===== config.mk =====
export PLATFORM = sky130hd
export DESIGN_NAME = raw10_unpack_flat
export DESIGN_NICKNAME = d
export VERILOG_FILES = /design/src/rtl/raw10_unpack_if.sv /design/src/rtl/raw10_unpack.sv /design/src/flat_wrapper.sv
export SDC_FILE = /design/constraint.sdc
export NUM_CORES = 1
export LEC_CHECK = 0
export CAP_MARGIN = 20
export CORE_MARGIN = 5
export CORE_UTILIZATION = 55
export DETAILED_ROUTE_END_ITERATION = 10
export PLACE_DENSITY = 0.75
export SYNTH_ARGS = -nofsm -noshare
export SYNTH_HDL_FRONTEND = slang
export SYNTH_SLANG_ARGS = --single-unit

===== constraint.sdc =====
create_clock -name Clock -period 6.7 [get_ports Clock]
set_clock_uncertainty 0.1 [all_clocks]
set_input_delay 1.34 -clock Clock [delete_from_list [all_inputs] [get_ports Clock]]
set_output_delay 1.34 -clock Clock [all_outputs]
set_load 0.03 [all_outputs]

===== src/rtl/raw10_unpack_if.sv =====
// Byte-in / pixel-out bundle for the CSI-2 RAW10 unpacker.
// The slave modport is the unpacker's view; the master modport is the source/sink side.
interface raw10_unpack_if;
  logic       LineStart;
  logic [7:0] ByteData;
  logic       ByteValid;
  logic       ByteReady;
  logic       FifoFull;
  logic [9:0] PixData;
  logic       PixWrEn;
  logic       LineDone;
  logic       Misalign;

  modport slave (
    input  LineStart, ByteData, ByteValid, FifoFull,
    output ByteReady, PixData, PixWrEn, LineDone, Misalign
  );

  modport master (
    output LineStart, ByteData, ByteValid, FifoFull,
    input  ByteReady, PixData, PixWrEn, LineDone, Misalign
  );
endinterface


===== src/rtl/raw10_unpack.sv =====
// CSI-2 RAW10 unpacker: 5 payload bytes -> 4 ten-bit pixels into a FIFO, with line counting.
// Define RAW10_UNPACK_MISALIGN_EN to enable the sticky Misalign detector (tied to 0 otherwise).
module raw10_unpack #(
  parameter int LINE_PIXELS = 1920
) (
  input logic           Clock,
  input logic           Reset_n,
  raw10_unpack_if.slave bus
);
  localparam logic [15:0] LAST_PIX = 16'(LINE_PIXELS - 1);

  logic        run_q;
  logic [2:0]  phase_q, phase_d;
  logic [31:0] asm_q, asm_d;
  logic [39:0] emit_q, emit_d;
  logic        emit_vld_q, emit_vld_d;
  logic [1:0]  idx_q, idx_d;
  logic [15:0] cnt_q, cnt_d;
  logic        byte_rdy, accept, load, wr;
  logic [9:0]  pix;

  // B4 may only be taken once the emit register is free or freeing on this edge
  assign byte_rdy = run_q && ((phase_q != 3'd4) || !emit_vld_q ||
                              (idx_q == 2'd3 && !bus.FifoFull));
  assign accept   = bus.ByteValid && byte_rdy;
  assign load     = accept && (phase_q == 3'd4) && !bus.LineStart;
  assign wr       = emit_vld_q && !bus.FifoFull;

  always_comb begin
    pix = '0;
    case (idx_q)
      2'd0: pix = {emit_q[7:0],   emit_q[33:32]};
      2'd1: pix = {emit_q[15:8],  emit_q[35:34]};
      2'd2: pix = {emit_q[23:16], emit_q[37:36]};
      2'd3: pix = {emit_q[31:24], emit_q[39:38]};
      default: pix = '0;
    endcase
  end

  always_comb begin
    phase_d    = phase_q;
    asm_d      = asm_q;
    emit_d     = emit_q;
    emit_vld_d = emit_vld_q;
    idx_d      = idx_q;
    cnt_d      = cnt_q;

    // A byte arriving with LineStart becomes B0 of the new line
    if (bus.LineStart) begin
      phase_d = accept ? 3'd1 : 3'd0;
      asm_d   = accept ? {24'd0, bus.ByteData} : '0;
    end else if (accept) begin
      phase_d = (phase_q == 3'd4) ? 3'd0 : phase_q + 3'd1;
      case (phase_q)
        3'd0:    asm_d[7:0]   = bus.ByteData;
        3'd1:    asm_d[15:8]  = bus.ByteData;
        3'd2:    asm_d[23:16] = bus.ByteData;
        3'd3:    asm_d[31:24] = bus.ByteData;
        default: asm_d        = asm_q;
      endcase
    end

    if (load) begin
      emit_d     = {bus.ByteData, asm_q};
      emit_vld_d = 1'b1;
      idx_d      = 2'd0;
    end else if (wr) begin
      idx_d = idx_q + 2'd1;
      if (idx_q == 2'd3) emit_vld_d = 1'b0;
    end

    if (bus.LineStart)   cnt_d = '0;
    else if (wr)         cnt_d = (cnt_q == LAST_PIX) ? 16'd0 : cnt_q + 16'd1;
  end

  always_ff @(posedge Clock or negedge Reset_n) begin
    if (!Reset_n) begin
      run_q      <= 1'b0;
      phase_q    <= 3'd0;
      emit_vld_q <= 1'b0;
      idx_q      <= 2'd0;
      cnt_q      <= 16'd0;
    end else begin
      run_q      <= 1'b1;
      phase_q    <= phase_d;
      emit_vld_q <= emit_vld_d;
      idx_q      <= idx_d;
      cnt_q      <= cnt_d;
    end
  end

  // Pixel payload needs no reset: it is only observed while emit_vld_q is set
  always_ff @(posedge Clock) begin
    asm_q  <= asm_d;
    emit_q <= emit_d;
  end

  assign bus.ByteReady = byte_rdy;
  assign bus.PixWrEn   = wr;
  assign bus.PixData   = emit_vld_q ? pix : 10'd0;
  assign bus.LineDone  = wr && (cnt_q == LAST_PIX) && !bus.LineStart;

`ifdef RAW10_UNPACK_MISALIGN_EN
  logic mis_q;
  always_ff @(posedge Clock or negedge Reset_n) begin
    if (!Reset_n)                              mis_q <= 1'b0;
    else if (bus.LineStart && phase_q != 3'd0) mis_q <= 1'b1;
  end
  assign bus.Misalign = mis_q;
`else
  assign bus.Misalign = 1'b0;
`endif
endmodule


===== src/flat_wrapper.sv =====
// flat-port wrapper written by rule: the top's interface ports become plain ports
module raw10_unpack_flat 
#(
  parameter int LINE_PIXELS = 1920
)
  (Clock, Reset_n, bus_LineStart, bus_ByteData, bus_ByteValid, bus_FifoFull, bus_ByteReady, bus_PixData, bus_PixWrEn, bus_LineDone, bus_Misalign);
  raw10_unpack_if bus_i ();
  input logic Clock;
  input logic Reset_n;
  input wire logic [$bits(bus_i.LineStart)-1:0] bus_LineStart;
  input wire logic [$bits(bus_i.ByteData)-1:0] bus_ByteData;
  input wire logic [$bits(bus_i.ByteValid)-1:0] bus_ByteValid;
  input wire logic [$bits(bus_i.FifoFull)-1:0] bus_FifoFull;
  output wire logic [$bits(bus_i.ByteReady)-1:0] bus_ByteReady;
  output wire logic [$bits(bus_i.PixData)-1:0] bus_PixData;
  output wire logic [$bits(bus_i.PixWrEn)-1:0] bus_PixWrEn;
  output wire logic [$bits(bus_i.LineDone)-1:0] bus_LineDone;
  output wire logic [$bits(bus_i.Misalign)-1:0] bus_Misalign;
  assign bus_i.LineStart = bus_LineStart;
  assign bus_i.ByteData = bus_ByteData;
  assign bus_i.ByteValid = bus_ByteValid;
  assign bus_i.FifoFull = bus_FifoFull;
  assign bus_ByteReady = bus_i.ByteReady;
  assign bus_PixData = bus_i.PixData;
  assign bus_PixWrEn = bus_i.PixWrEn;
  assign bus_LineDone = bus_i.LineDone;
  assign bus_Misalign = bus_i.Misalign;
  raw10_unpack #(.LINE_PIXELS(LINE_PIXELS)) u_core (.Clock(Clock), .Reset_n(Reset_n), .bus(bus_i));
endmodule

======== Word level (Yosys, flattened, before mapping) ========
Cells that the tools add are included.
storage, ports and cells
  register bits after elaboration ......... 95
  latch bits .............................. 0
  logic and storage cells ................. 71
  output and inout port bits .............. 14
  memory bits (writable) .................. 0
  memories kept ........................... 0
  memory bits (read-only) ................. 0
cells by class
  magnitude comparators ................... 0
  div/mod/pow operators ................... 0
  muxes and demuxes ....................... 21
  add/sub/neg operators ................... 3
  shift operators ......................... 0
  bitwise gates (word level) .............. 0
  reduce and logical (&&, ||, !) cells .... 28
  multiply operators ...................... 0
  equality and inequality tests ........... 9
operators by type and width
  operator                                                            number
  32-bit 2-to-1 mux                                                   2
  16-bit 2-to-1 mux                                                   3
  8-bit 2-to-1 mux                                                    5
  10-bit case mux with 4 select lines                                 1
  16-bit by 1-bit adder with 16-bit output (second input constant)    1
  16-bit by 11-bit == test with 1-bit output (second input constant)  1
  2-bit nonzero test                                                  8
  10-bit 2-to-1 mux                                                   1
  2-bit AND reduction                                                 5
  3-bit 2-to-1 mux                                                    3
  1-bit logical AND                                                   8
  3-bit by 2-bit == test with 1-bit output (second input constant)    2
  2-bit == test (second input constant)                               2
  1-bit 2-to-1 mux                                                    4
  2-bit 2-to-1 mux                                                    2
  3-bit by 1-bit adder with 3-bit output (second input constant)      1
  3-bit by 1-bit == test with 1-bit output (second input constant)    1
  3-bit == test (second input constant)                               1
  1-bit zero test                                                     3
  3-bit zero test                                                     1
  3-bit inequality test (second input constant)                       1
  2-bit by 1-bit adder with 2-bit output (second input constant)      1
  2-bit by 1-bit == test with 1-bit output (second input constant)    1
  2-bit zero test                                                     1
  1-bit logical OR                                                    2

======== Longest topological paths before layout ========
Gate-level depths: netlist of the first run.
  word-level depth ........................ 9
  depth in mapped cells ................... 7
  gate-level depth less buffers ........... 6

======== Worst setup path after synthesis of the first run ========
OpenSTA, ideal clock, no wires.
  kind .................................... input to register
  start ................................... in bus_FifoFull
  end ..................................... reg u_core.emit_q[0] (enable)
  setup slack ............................. 0.704 ns
  data arrival time ....................... 5.402 ns
  stages .................................. 4
  path buffers ............................ 0
  setup time .............................. 0.495 ns
  path through ............................ nand2b_1 a41oi_1 nand2_1 nor3_1
on the way
  longest elaborated chain between the ends .. 7
ends and longest elaborated chain
  element                         RTL line            source
  start: declaration              flat_wrapper.sv:13  input wire logic [$bits(bus_i.FifoFull)-1:0] bus_FifoFull;
  1-bit zero test                 raw10_unpack.sv:24  (idx_q == 2'd3 && !bus.FifoFull));
  1-bit logical AND               raw10_unpack.sv:24
  1-bit logical OR                raw10_unpack.sv:23  assign byte_rdy = run_q && ((phase_q != 3'd4) || !emit_vld_q ||
  1-bit logical AND               raw10_unpack.sv:23
  via bus_ByteReady               flat_wrapper.sv:14  output wire logic [$bits(bus_i.ByteReady)-1:0] bus_ByteReady;
  1-bit logical AND               raw10_unpack.sv:25  assign accept = bus.ByteValid && byte_rdy;
  1-bit logical AND (2 in a row)  raw10_unpack.sv:26  assign load = accept && (phase_q == 3'd4) && !bus.LineStart;
  end signal: assignment          raw10_unpack.sv:95  emit_q <= emit_d;
  end: declaration                raw10_unpack.sv:15  logic [39:0] emit_q, emit_d;
The timed path passes the listed nets, and every way through them passes these cells.
A chain may end at the register's enable or synchronous reset.

======== Worst setup path after layout of the first run ========
  start ................................... in bus_LineStart
  end ..................................... out bus_LineDone
on the way
  longest elaborated chain between the ends .. 2
ends and longest elaborated chain
  element             RTL line             source
  start: declaration  flat_wrapper.sv:10   input wire logic [$bits(bus_i.LineStart)-1:0] bus_LineStart;
  1-bit zero test     raw10_unpack.sv:101  assign bus.LineDone = wr && (cnt_q == LAST_PIX) && !bus.LineStart;
  1-bit logical AND   raw10_unpack.sv:101
  end: declaration    flat_wrapper.sv:17   output wire logic [$bits(bus_i.LineDone)-1:0] bus_LineDone;
Every way passes these cells.

==> results of run 1 <==
==> cells in the mapped netlist (2+ instances only) <==
cell | instances | area share (%)
nand4_1 | 2 | 0.32
a41oi_1 | 2 | 0.45
ha_1 | 10 | 3.2
nor2_1 | 18 | 1.7
a222oi_1 | 10 | 2.6
nor3_1 | 3 | 0.39
conb_1 | 2 | 0.19
nand2b_1 | 3 | 0.48
a21oi_1 | 4 | 0.52
clkbuf_1 | 8 | 0.77
xnor2_1 | 3 | 0.68
nand3_1 | 6 | 0.77
o21ai_1 | 11 | 1.4
a31oi_1 | 6 | 0.97
nand2_1 | 27 | 2.6
dfrtp_1 | 23 | 15
and3_2 | 2 | 0.39
a21o_1 | 4 | 0.77
inv_1 | 6 | 0.58
edfxtp_1 | 72 | 56
nor2b_1 | 8 | 1.3
and2_1 | 18 | 2.9
xor2_1 | 7 | 1.6
==> through the flow <==
stage	utilization, %	worst slack [ps]
3_5_place_dp	61.6	2040
6_report	65.0	2050
3_3_place_gp	61.6	2040
4_1_cts	64.6	2040
5_1_grt	65.0	1950
2_1_floorplan	-	704
==> critical path, delay by kind of cell <==
| family | cells | cell delay, ps |
|---|---|---|
| buf+inv | 2 | 1590 |
| simple gates | 1 | 280 |
==> flip-flops by register name (all words and copies together) (netlist names) <==
name,cells
u_core.asm_q,32
u_core.run_q,1
u_core.emit_q,40
u_core.phase_q,3
u_core.idx_q,2
u_core.emit_vld_q,1
u_core.cnt_q,16
==> area by class of cell <==
type                            count  area, um2  share of cell area [%]
Sequential cell                    95       2740                    61.6
Multi-Input combinational cell    163       1060                    23.9
Tap cell                           96        120                    2.70
Clock buffer                       10        128                    2.87
Clock inverter                      6       76.3                    1.72
Timing Repair Buffer               28        290                    6.53
Inverter                            8       30.0                   0.676
==> logic make-up after synthesis <==
group	count (synthesis)
and+or+nand+nor	98
DFF	95
AOI/OAI and AO/OA	41
buffers and inverters	19
adders and majority gates	10
xor gates and xnor gates	10
other	2
muxes	2
==> metal layers <==
metal,up-vias,track usage [%],part of all wire (%)
li1,1074,-,-
met1,1066,23.8,45
met2,67,26.1,48
met3,2,3.29,7.3
met4,0,6.50,0.42
met5,-,0,0
==> report_power, final <==
part	switching, mW	internal, mW	leakage, nW
clock	0.196	0.179	0.103
combinational	0.124	0.0743	0.531
sequential	0.0148	0.659	1.00
==> worst min path at each step <==
| stage | to | slack, ps | depth (start not counted) |
|---|---|---|---|
| final | u_core.emit_q[9]$_DFFE_PP_ | 320 | 0 |
| after global routing | u_core.emit_q[17]$_DFFE_PP_ | 320 | 0 |
| after CTS | u_core.emit_q[25]$_DFFE_PP_ | 320 | 0 |
| after detailed placement | u_core.emit_q[18]$_DFFE_PP_ | 300 | 0 |
| after global placement | u_core.emit_q[5]$_DFFE_PP_ | 300 | 0 |
| after floorplan | u_core.emit_q[0]$_DFFE_PP_ | 300 | 0 |
==> flow_summary.ini, run 1 <==
[place]
hpwl_um = 4360
gp_congestion = 0.841
placedInstanceArea_mm2 = 0.00421
port_buffers = 25
place_inst = 389

[setup_path]
cp_max_fo = 25
r2r-start = u_core.idx_q[0]$_DFFE_PN0P_
reg2reg_depth = 6
crit_top_cell = clkdlybuf4s50_1
cp.arrival_ps = 3210
worstPathCellList = clkdlybuf4s50_1, nor2_1, clkdlybuf4s50_1
required_ps = 5260
max_stage_delay_ps = 890
critPathSlowestCell = clkdlybuf4s50_1
start_kind = input pin
critPathLaunch = bus_LineStart
timing.rr.end = u_core.emit_q[39]$_DFFE_PP_
critPathKind = input pin to output port
ff2ff_setup_slack_ps = 3850
critPathCaptureType = output port
crit_end = bus_LineDone

[outcome]
status = completed

[finish]
antenna_cells = 0
final_layout_size_suffix_gt1_share_pct = 8.39
final_cell_mix = 72 x edfxtp_1, 27 x nand2_1, 25 x clkdlybuf4s50_1
fillers = 523
final_cells = 406
final_common_cell = edfxtp_1
stdcell_area_mm2 = 0.00444
syn2layout_area_growth_pct = 14.6
fin_nets = 328

[synthesis]
syn_inst = 277
synth_compound_area_share_pct = 7.62
async_flop_share_pct = 24.2
muxShareOfSynthArea_pct = 0.549
synthAdderAreaFrac_pct = 3.23
synthFlopType = edfxtp_1
avgSynthCellArea_um2 = 14.0
synth-xor-area-share_pct = 2.26
synth.distinct_cells = 45
yosys_register_bits = 95
synth_top_family_by_area = simple AND/OR/NAND/NOR gates
syn_area_mm2 = 0.00388
yosys_warnings = 0
synth_nets = 300
synth-simple-area-share_pct = 13.4
yosysSeqAreaShare_pct = 70.6
synth-edff-count = 72

[global_route]
grtUsageTotal_pct = 16.9
grt_pass1_wl_um = 11200
first_global_vias = 2276
antenna_found_initial = 0
grt_remaining_overflow = 0
grt_max_degree = 41

[worst_hold_path]
holdCritPathClass = flip-flop to flip-flop
hold_start = u_core.asm_q[9]$_SDFFCE_PP0P_

[sta]
layout_min_cycle_time_ps = 4650
fmax_ghz = 0.215
fin_setup_tns_ps = 0
hold_viol = 0
finalSetupViolCount = 0
rsz0062_at_grt = false
worst_pin_slew_ps = 920
slew_violations = 0
hold_ws_ps = 316
period_share_pct = 69.4
timing.slew.headroom_pct = 38.5

[die]
dieHeight_um = 94.0
initial_core_util_pct = 56.7
fp.coreArea_mm2 = 0.00683
dieWidth_um = 94.0
dieArea_mm2 = 0.00883
placement_rows = 30
io_pins = 27

[clocking]
clkLatencyLatePin_ps = 350
cts_resized = 0
htree_num_levels = 3
cts_root_buffer = clkbuf_8
cts_tree = yes
clock_path_buffers = 2
clkTransAtPathRegs_ps = 80
numCtsBuffers = 9
postCtsSetupRepairBufs = 0
clock_sinks = 95
hold_buffers = 0

[detailed_routing]
postRouteAntennaNets = 0
vias = 2209
initialDrtViolationCount = 159
avgViaCountPerCell = 5.44
first_pass_iters = 4
wl_per_cell_um = 16.6
drcViolationCount = 0
wl_um = 6720

[pwr]
p_total_mw = 1.25
p_leak_nw = 1.64
power_density_mw_per_mm2 = 281
ir_drop_v = 0.000175

[run]
cap_violations = 0
Note: power is estimated with default switching activity, not from simulation.
==> run 2: changes to the inputs <==
CORE_UTILIZATION = 52   (was 55)
clock period = 3.9 ns   (was 6.7 ns; I/O delays follow)
==> run 2 against run 1 <==
- first-iteration DRC count grew 6.9%
- worst hold slack improved by 9.2 ps
- critical endpoint unchanged
- combinational power up 74%
- via count decreased by 0.45%
- core utilization shrank 3.3 points
- clock power is 67% higher
- routed wire length rose by 1.5%
- largest power group unchanged
- setup slack worse by 1700 ps
==> flow_summary.ini, run 2 (same netlist as run 1, synthesis figures left out) <==
[worst_hold_path]
hold_start = u_core.asm_q[31]$_SDFFCE_PP0P_
holdCritPathClass = flip-flop to flip-flop

[global_route]
grt_max_degree = 41
grt_pass1_wl_um = 11100
antenna_found_initial = 0
grt_remaining_overflow = 0
grtUsageTotal_pct = 16.6
first_global_vias = 2201

[detailed_routing]
wl_um = 6820
first_pass_iters = 5
wl_per_cell_um = 16.6
avgViaCountPerCell = 5.36
initialDrtViolationCount = 170
drcViolationCount = 0
vias = 2199
postRouteAntennaNets = 0

[sta]
timing.slew.headroom_pct = 49.1
fmax_ghz = 0.285
period_share_pct = 89.9
hold_viol = 0
slew_violations = 0
finalSetupViolCount = 0
fin_setup_tns_ps = 0
layout_min_cycle_time_ps = 3510
worst_pin_slew_ps = 763
rsz0062_at_grt = false

[finish]
stdcell_area_mm2 = 0.00447
syn2layout_area_growth_pct = 15.4
largestRegisters = u_core.emit_q: 40 flops, u_core.asm_q: 32 flops, u_core.cnt_q: 16 flops
largest_reg_flops = 40
regMostFlops = u_core.emit_q
final_layout_size_suffix_gt1_share_pct = 9.00
antenna_cells = 0
post-route-util_pct = 61.7
final_common_cell = edfxtp_1
fin_nets = 329
final_cell_mix = 72 x edfxtp_1, 27 x nand2_1, 25 x clkdlybuf4s50_1

[die]
placement_rows = 31
dieWidth_um = 96.3
initial_core_util_pct = 53.4
dieArea_mm2 = 0.00928
io_pins = 27
fp.coreArea_mm2 = 0.00725
dieHeight_um = 96.3

[setup_path]
critPathKind = flip-flop to output port
critPathCaptureType = output port
r2r-start = u_core.idx_q[0]$_DFFE_PN0P_
start_kind = flip-flop
cp_max_fo = 6
cp.arrival_ps = 2630
required_ps = 3020
critPathLaunch = u_core.cnt_q[12]$_DFFE_PN0P_

[place]
hpwl_um = 4400
gp_congestion = 0.759
placedInstanceArea_mm2 = 0.00424
port_buffers = 25

[pwr]
p_clk_share_pct = 29.5
power_density_mw_per_mm2 = 476
intPower_mw = 1.51
p_leak_nw = 1.65
ir_drop_v = 0.000276
combPwrFrac_pct = 16.1
netSwitchingFraction_pct = 28.9
netSwitchingPower_mw = 0.614
p_total_mw = 2.13
power.share.sequential_pct = 54.4

[clocking]
cts_root_buffer = clkbuf_8
cts_resized = 0
numCtsBuffers = 9
clock_sinks = 95
clock_path_buffers = 2
clkTransAtPathRegs_ps = 100
hold_buffers = 0
cts_tree = yes
htree_num_levels = 3
postCtsSetupRepairBufs = 0
clkLatencyLatePin_ps = 360

[outcome]
status = completed

[run]
cap_violations = 0
## run 2: cell count changes in the layout (fill, tap and decap cells not counted), sizes merged
| cell | before | now |
|---|---|---|
| buf | 3 | 4 |
| clkbuf | 10 | 9 |
| bufinv | 1 | 0 |
| clkinv | 3 | 5 |
## run 2: worst max-delay path, stage by stage (launching register included)
cell and delay (ps):
dfrtp_1 450, or4b_1 560, nor4b_2 340, nand3_1 140
nor2_1 100, clkdlybuf4s50_1 670
## run 2: stage by stage
stage	cells	hold WS (ps)	setup WS, ps
after floorplan	277	300	354
after global placement	393	302	597
after detailed placement	393	305	590
after CTS	409	329	362
after global routing	410	329	236
final	410	325	395
## run 2: final cells by class
type	count	area (um2)
clock buffers	9	124
multi-input cells	163	1070
repair buffers	29	313
fillers	573	2780
clock inverters	7	78.8
inverters	8	30.0
flip-flops and latches	95	2740
well taps	99	124
## run 2: power by group through the flow
| stage | clock (mW) | sequential, mW | combinational [mW] |
|---|---|---|---|
| 2_1_floorplan | 0 | 1.17 | 0.231 |
| 3_3_place_gp | 0 | 1.18 | 0.337 |
| 3_5_place_dp | 0 | 1.18 | 0.346 |
| 4_1_cts | 0.639 | 1.16 | 0.348 |
| 5_1_grt | 0.694 | 1.16 | 0.380 |
| 6_report | 0.627 | 1.16 | 0.344 |
## run 2: final timing paths
check	to	depth (start not counted)	slack, ps
setup / recovery	bus_LineDone	5	390
hold / removal	u_core.emit_q[31]$_DFFE_PP_	0	330
setup reg to reg	u_core.asm_q[23]$_SDFFCE_PP0P_	6	1080
hold reg to reg	u_core.emit_q[31]$_DFFE_PP_	0	330
max in group asynchronous	u_core.cnt_q[15]$_DFFE_PN0P_	2	2670
min in group asynchronous	u_core.cnt_q[2]$_DFFE_PN0P_	1	610
## run 2: layer usage
| metal | GRT usage, % | share of wire [%] | routed length [um] |
|---|---|---|---|
| met2 | 25.4 | 48 | 3260 |
| met1 | 23.4 | 46 | 3150 |
| met5 | 0 | 0 | 0 |
| met4 | 5.96 | 1.2 | 79 |
| met3 | 3.91 | 4.8 | 329 |
